## config.mk

```make
export PLATFORM = sky130hd
export DESIGN_NAME = rst_seq_ctrl
export DESIGN_NICKNAME = d
export VERILOG_FILES = /design/src/rtl/rst_seq_ctrl.sv
export SDC_FILE = /design/constraint.sdc
export NUM_CORES = 1
export LEC_CHECK = 0
export ABC_CLOCK_PERIOD_IN_PS = 3400
export CORE_AREA = 2 2 44 76
export CTS_BUF_LIST = sky130_fd_sc_hd__clkbuf_16
export DETAILED_ROUTE_END_ITERATION = 10
export DIE_AREA = 0 0 46 78
export PLACE_DENSITY = 0.48
export SKIP_CTS_REPAIR_TIMING = 1
export SLEW_MARGIN = 25
export SYNTH_ARGS = -nofsm -noshare
export SYNTH_HDL_FRONTEND = slang
export SYNTH_SLANG_ARGS = --single-unit
```

## constraint.sdc

```tcl
create_clock -name clock -period 3.4 [get_ports clock]
set_clock_uncertainty 0.2 [all_clocks]
set_input_delay 0.85 -clock clock [delete_from_list [all_inputs] [get_ports clock]]
set_output_delay 0.85 -clock clock [all_outputs]
set_load 0.005 [all_outputs]
```

## src/rtl/rst_seq_ctrl.sv

```systemverilog
// Reset sequencer: asserts NUM_STAGES resets together on any cause, then
// releases them one by one (bit 0 first) after a hold window, STAGE_GAP apart.
module rst_seq_ctrl #(
    parameter int NUM_STAGES    = 4,
    parameter int HOLD_CYCLES   = 8,
    parameter int STAGE_GAP     = 4,
    parameter int FILTER_CYCLES = 2
) (
    input  logic                                clock,
    input  logic                                reset,
    input  logic                                rst_req_i,
    output logic [NUM_STAGES-1:0]               rst_o,
    output logic [$clog2(NUM_STAGES+1)-1:0]     stage_idx_o,
    output logic                                seq_busy_o,
    output logic                                seq_done_o
);

    localparam int SW    = $clog2(NUM_STAGES + 1);
    localparam int MAXHG = (HOLD_CYCLES > STAGE_GAP) ? HOLD_CYCLES : STAGE_GAP;
    localparam int CW    = $clog2(MAXHG + 1);
    localparam int FW    = $clog2(FILTER_CYCLES + 1);

    localparam logic [CW-1:0] HOLD_LAST  = CW'(HOLD_CYCLES - 1);
    localparam logic [CW-1:0] GAP_LAST   = CW'(STAGE_GAP - 1);
    localparam logic [SW-1:0] STAGE_LAST = SW'(NUM_STAGES - 1);
    localparam logic [FW-1:0] FILT_MAX   = FW'(FILTER_CYCLES);
    localparam logic [FW-1:0] FILT_PRE   = FW'(FILTER_CYCLES - 1);

    typedef enum logic [1:0] {
        ST_HOLD    = 2'd0,
        ST_RELEASE = 2'd1,
        ST_RUN     = 2'd2
    } state_t;

    state_t                r_state, w_state_nx;
    logic [CW-1:0]         r_cnt, w_cnt_nx;
    logic [FW-1:0]         r_filt, w_filt_nx;
    logic [NUM_STAGES-1:0] r_rst, w_rst_nx;
    logic [SW-1:0]         r_stage, w_stage_nx;
    logic                  r_busy, w_busy_nx;
    logic                  r_done, w_done_nx;
    logic                  w_req_active;
    logic                  w_cause;

    // Request is accepted on the edge its counter reaches FILTER_CYCLES and
    // stays accepted while the input remains high (counter saturated).
    assign w_req_active = rst_req_i && ((r_filt == FILT_PRE) || (r_filt == FILT_MAX));
    assign w_cause      = reset || w_req_active;

    always_comb begin
        w_filt_nx  = r_filt;
        w_state_nx = r_state;
        w_cnt_nx   = r_cnt;
        w_rst_nx   = r_rst;
        w_stage_nx = r_stage;
        w_busy_nx  = r_busy;
        w_done_nx  = 1'b0;

        if (reset || !rst_req_i) begin
            w_filt_nx = '0;
        end else if (r_filt != FILT_MAX) begin
            w_filt_nx = r_filt + FW'(1);
        end

        // A cause overrides any release scheduled for the same edge.
        if (w_cause) begin
            w_state_nx = ST_HOLD;
            w_cnt_nx   = '0;
            w_rst_nx   = {NUM_STAGES{1'b1}};
            w_stage_nx = '0;
            w_busy_nx  = 1'b1;
        end else begin
            case (r_state)
                ST_HOLD: begin
                    if (r_cnt == HOLD_LAST) begin
                        w_rst_nx   = r_rst << 1;
                        w_stage_nx = SW'(1);
                        w_cnt_nx   = '0;
                        if (NUM_STAGES == 1) begin
                            w_state_nx = ST_RUN;
                            w_busy_nx  = 1'b0;
                            w_done_nx  = 1'b1;
                        end else begin
                            w_state_nx = ST_RELEASE;
                        end
                    end else begin
                        w_cnt_nx = r_cnt + CW'(1);
                    end
                end
                ST_RELEASE: begin
                    if (r_cnt == GAP_LAST) begin
                        w_rst_nx   = r_rst << 1;
                        w_stage_nx = r_stage + SW'(1);
                        w_cnt_nx   = '0;
                        if (r_stage == STAGE_LAST) begin
                            w_state_nx = ST_RUN;
                            w_busy_nx  = 1'b0;
                            w_done_nx  = 1'b1;
                        end
                    end else begin
                        w_cnt_nx = r_cnt + CW'(1);
                    end
                end
                default: begin
                    w_state_nx = ST_RUN;
                end
            endcase
        end
    end

    always_ff @(posedge clock) begin
        r_state <= w_state_nx;
        r_cnt   <= w_cnt_nx;
        r_filt  <= w_filt_nx;
        r_rst   <= w_rst_nx;
        r_stage <= w_stage_nx;
        r_busy  <= w_busy_nx;
        r_done  <= w_done_nx;
    end

    assign rst_o       = r_rst;
    assign stage_idx_o = r_stage;
    assign seq_busy_o  = r_busy;
    assign seq_done_o  = r_done;

endmodule
```

==> flow_metrics.py <==
metrics = {
    "power_and_ir_drop": {
        "max-vdd-ir-drop_uv": 366,
        "p_per_area_nw_per_um2": 474,
        "p_sw_share_pct": 21.0,
        "p_comb_share_pct": 6.9,
        "p_sw_mw": 0.100,
        "p_clk_share_pct": 48.9,
        "leakagePower_nw": 0.372,
        "power_frac_seq_pct": 44.2,
        "internal-power_mw": 0.375,
    },
    "sta": {
        "post-route-period-util_pct": 65.1,
        "relSlewSlack_pct": 68.7,
        "setup_viol": 0,
        "setup_tns_ns": 0,
        "max_freq_mhz": 452,
        "worst_pin_slew_ns": 0.469,
        "hold_ws_ns": 0.264,
        "hold_violations": 0,
        "period_needed_ns": 2.21,
        "drv_slew": 0,
        "rsz0062_at_grt": "false",
    },
    "worst_setup_path": {
        "start_kind": "register",
        "r2r_start": "r_filt[0]",
        "crit_chain": "clkdlybuf4s50_1",
        "crit_family": "buffers and inverters",
        "crit_arrival_ns": 1.16,
        "r2r_end": "stage_idx_o[2]",
        "cp_slowest_stage_delay_ns": 0.52,
        "crit_buf_inv": 1,
        "cp.depth": 1,
        "startpoint": "stage_idx_o[0]",
        "critical_path_required_ns": 2.35,
        "slowest_stage": "clkdlybuf4s50_1",
        "endpoint_kind": "primary output",
        "cp_max_fo": 6,
        "critical_path_class": "register to primary output",
        "reg2reg_depth": 5,
        "rrSetupSlack_ns": 1.55,
    },
    "floorplanning": {
        "core-area_um2": 2930,
        "io_pins": 12,
        "fp.dieH_um": 78,
        "dieArea_um2": 3590,
        "rows": 26,
        "initial_core_util_pct": 27.1,
        "die_w_um": 46,
    },
    "final_layout": {
        "fillers": 315,
        "n_antenna_cell": 0,
        "syn2layout_area_growth_pct": 26.5,
        "fin_nets": 102,
        "drive_above_1_share_pct": 6.38,
    },
    "run": {
        "cap_violations": 0,
    },
    "synthesis": {
        "synth_warnings": 0,
        "synth_cells": 82,
        "synth_seq_cells": 17,
        "syn_nets": 89,
        "synth_edf_count": 0,
        "synth_cell_types": 31,
        "syn-cell-area_um2": 793,
        "syn_area_per_cell_um2": 9.67,
        "async_flop_share_pct": 0,
        "synth_ff_type": "dfxtp_1",
        "seq_area_frac_synth_pct": 42.9,
    },
    "global_route": {
        "antenna_found_initial": 0,
        "grt_overflow": 0,
        "grt_pass1_wl_um": 2900,
        "grt_pass1_vias": 663,
        "grt_use_total_pct": 11.1,
        "grt_max_degree": 15,
    },
    "placed_design": {
        "dpl.hpwl_um": 1230,
        "place.gp.congestion": 0.676,
        "portBuffers": 11,
    },
    "routing": {
        "antenna_left": 0,
        "vias_per_cell": 5.09,
        "dr_total_vias": 621,
        "drt-initial-drc-count": 22,
        "drt-wirelength-per-cell_um": 13.6,
        "wl_um": 1670,
        "drc": 0,
        "drtPass1Iterations": 4,
    },
    "clock_network": {
        "clock_path_buffers": 2,
        "h-tree-depth": 1,
        "cts_buffers": 3,
        "clk_pin_slew_worst_paths_ns": 0.05,
        "cts_tree": "done",
        "clkSinkCount": 17,
        "cts_root_buffer": "clkbuf_16",
        "clk_latency_ns": 0.25,
    },
    "worst_hold_path": {
        "hp-class": "register to register",
        "hp-start": "seq_busy_o",
        "hold_depth": 1,
        "hold_end": "seq_busy_o",
    },
    "status": {
        "status": "complete, no violations",
    },
}
-- per-stage QoR --
step | power, mW | setup WS, ns | util (%) | instance area (um2) | cells
floorplan | 0.238 | 1.60 | - | 793 | 82
global placement | 0.246 | 0.992 | 31.6 | 925 | 118
detailed placement | 0.247 | 0.955 | 31.6 | 925 | 118
CTS | 0.480 | 1.17 | 34.3 | 1000 | 122
global route | 0.492 | 1.06 | 34.3 | 1000 | 122
finish | 0.475 | 1.19 | 34.3 | 1000 | 122
-- power groups by stage --
stage | sequential (mW) | combinational, mW | clock, mW
floorplan | 0.212 | 0.0264 | 0
global placement | 0.214 | 0.0322 | 0
detailed placement | 0.214 | 0.0329 | 0
CTS | 0.210 | 0.0333 | 0.237
global route | 0.211 | 0.0382 | 0.243
finish | 0.210 | 0.0327 | 0.233
-- layout by cell type, fill, tap and decap left out, drive strengths merged, types with 2 or more instances in the layout --
cell type / count
nand2: 5
nor2: 8
ha: 4
clkbuf: 3
nor3b: 5
a21oi: 3
xor2: 2
inv: 5
nand2b: 4
a211o: 4
o41ai: 2
nor3: 2
a21o: 2
dfxtp: 17
nor2b: 2
o2111ai: 3
clkdlybuf4s50: 11
-- registers in the layout, summed over array words and instances (netlist names) --
register	cells
r_state	2
stage_idx_o	3
r_cnt	4
seq_done_o	1
r_filt	2
rst_o	4
seq_busy_o	1
-- synthesized netlist by cell type (2+ instances only) --
| library cell | count | share of area, % |
|---|---|---|
| nor2_1 | 8 | 3.8 |
| dfxtp_1 | 17 | 43 |
| buf_2 | 2 | 1.3 |
| a21oi_1 | 3 | 1.9 |
| xor2_1 | 2 | 2.2 |
| a211o_1 | 4 | 4.4 |
| nor3_1 | 2 | 1.3 |
| o41ai_1 | 2 | 2.2 |
| nand2_1 | 5 | 2.4 |
| inv_1 | 4 | 1.9 |
| ha_1 | 4 | 6.3 |
| nand2b_1 | 3 | 2.4 |
| nor2b_1 | 2 | 1.6 |
| a21o_1 | 2 | 1.9 |
| o2111ai_1 | 3 | 3.3 |
| nor3b_1 | 4 | 3.8 |
-- how the worst max path moves through the flow --
stage	endpoint	slack, ns
5_1_grt	stage_idx_o[1]	1.06
2_1_floorplan	rst_o[2]	1.60
3_5_place_dp	stage_idx_o[2]	0.95
4_1_cts	stage_idx_o[0]	1.17
3_3_place_gp	stage_idx_o[2]	0.99
6_report	stage_idx_o[0]	1.19
-- cell type report --
class	instances	area (um2)	area share (%)
repair buffers	11	110	11.0
clock inverters	1	3.75	0.374
well taps	28	35.0	3.49
clock buffers	3	75.1	7.48
flip-flops and latches	17	340	33.9
multi-input cells	58	424	42.3
inverters	4	15.0	1.50
-- cell families (layout without fill, tap and decap cells) --
logic type / count (synthesis) / after routing / synth area share [%]
AO/OA/AOI/OAI: 17 / 17 / 16.1
XOR/XNOR: 3 / 3 / 4.26
adder cells (fa/ha/maj): 4 / 4 / 6.31
buffers and inverters: 7 / 19 / 3.63
flip-flops: 17 / 17 / 42.9
multiplexers: 1 / 1 / 1.26
AND/OR/NAND/NOR: 33 / 33 / 25.6
-- metal layers --
layer | GRT usage, % | up-vias | share of wire [%]
met5 | 0 | - | 0
met4 | 6.86 | 0 | 2.2
met3 | 1.40 | 2 | 0.42
met2 | 19.0 | 5 | 55
met1 | 12.0 | 297 | 42
li1 | - | 317 | -
No activity file was read; power rests on OpenSTA's default activity.
==> RTL edit, RTL diff (same settings) <==
The parameter `FILTER_CYCLES` goes from 2 to 1.
--- a/src/rtl/rst_seq_ctrl.sv
+++ b/src/rtl/rst_seq_ctrl.sv
@@ -5,5 +5,5 @@
     parameter int HOLD_CYCLES   = 8,
     parameter int STAGE_GAP     = 4,
-    parameter int FILTER_CYCLES = 2
+    parameter int FILTER_CYCLES = 1
 ) (
     input  logic                                clock,
Formal check against the unedited RTL: not equivalent (a bounded check fails within 4 cycles, from zero or initial values).
==> RTL edit against the unedited design <==
Sequential share of layout area increased by 0.52 points; worst setup slack improved by 17 ps; critical path depth unchanged; sequential cell count decreased by 2; non-clock buffer count unchanged; worst hold slack improved by 11 ps; cell area decreased by 13%; global-route usage decreased by 2.4 points; count of clock-buffer cells in the layout unchanged; routed wire length decreased by 21%; area after synthesis decreased by 16%.
Power is not compared: it rests on default switching activity, and its combinational part moved more than twofold at a synthesized area within 25%.
==> RTL edit: results <==
export IMPL_stdcell_count=108
export IMPL_gp_congestion=0.683
export IMPL_tightest_slew_ps=449
export IMPL_synth_area_top_cells="dfxtp_1 (45%), mux2i_1 (9.0%), ha_1 (5.6%)"
export IMPL_synth_xor_area_frac=0.0527
export IMPL_nets=87
export IMPL_wirelength_mm=1.32
export IMPL_detailedPlace_worstSlack_ps=1080
export IMPL_viasPerCell=4.61
export IMPL_status="complete, no violations"
export IMPL_grt_pass1_wl_mm=2.24
export IMPL_drt_iter0_drc=4
export IMPL_grt_total_usage=0.0873
export IMPL_muxShareOfSynthArea=0.0904
export IMPL_layout_drive_gt1_share=0.0750
export IMPL_placed_cells=104
export IMPL_ys_types=27
export IMPL_first_global_vias=505
export IMPL_cp_top_family="buffers and inverters"
export IMPL_crit_path_max_fanout=4
export IMPL_seq_area_frac_synth=0.452
export IMPL_grt_max_degree=14
export IMPL_synthCells=68
export IMPL_synth_compound_area_frac=0.0659
export IMPL_async_flop_share=0
export IMPL_synthTopCellsByCount="dfxtp_1 (15), nor2_1 (9), mux2i_1 (6)"
export IMPL_drtPass1Iterations=2
export IMPL_yosys_area_share_adder=0.0565
export IMPL_fillCellCount=317
export IMPL_dp_hpwl_mm=1.01
export IMPL_syn_num_nets=74
==> RTL edit: where the power goes <==
part	internal, W	leakage, nW	switching (W)	total (W)
clock	0.000156	0.0423	0.0000691	0.000225
sequential	0.000177	0.121	0.00000104	0.000178
combinational	0.00000439	0.143	0.00000540	0.00000980
total	0.000337	0.307	0.0000756	0.000413
==> RTL edit: worst paths after layout <==
check / to / cells after the start / from / slack (ps)
setup / recovery: stage_idx_o[0] / 1 / stage_idx_o[0] / 1200
hold / removal: stage_idx_o[2] / 2 / stage_idx_o[2] / 270
hold reg to reg: stage_idx_o[2] / 2 / stage_idx_o[2] / 270
setup reg to reg: rst_o[0] / 4 / r_cnt[0] / 1760
==> RTL edit: area by class of cell <==
| type | count | area share |
|---|---|---|
| flip-flops and latches | 15 | 0.344 |
| inverters | 3 | 0.0129 |
| well taps | 28 | 0.0402 |
| multi-input cells | 47 | 0.386 |
| clock buffers | 3 | 0.0861 |
| repair buffers | 11 | 0.126 |
| clock inverters | 1 | 0.00430 |
==> RTL edit: through the flow <==
stage                     instance area (µm²)   util  hold slack, ps  total power (W)
after floorplan                           664      -             264         0.000188
after global placement                    793  0.271             266         0.000192
after detailed placement                  793  0.271             273         0.000192
after CTS                                 872  0.298             283         0.000419
after global routing                      872  0.298             297         0.000425
final                                     872  0.298             275         0.000413
==> RTL edit: metal layers <==
metal  global-route usage  routed length (µm)  up-vias
met3               0.0209                  44        4
met4               0.0600                  36        0
met5                    0                   0        -
li1                     -                   -      256
met1               0.0999                 593      227
met2                0.135                 641       11
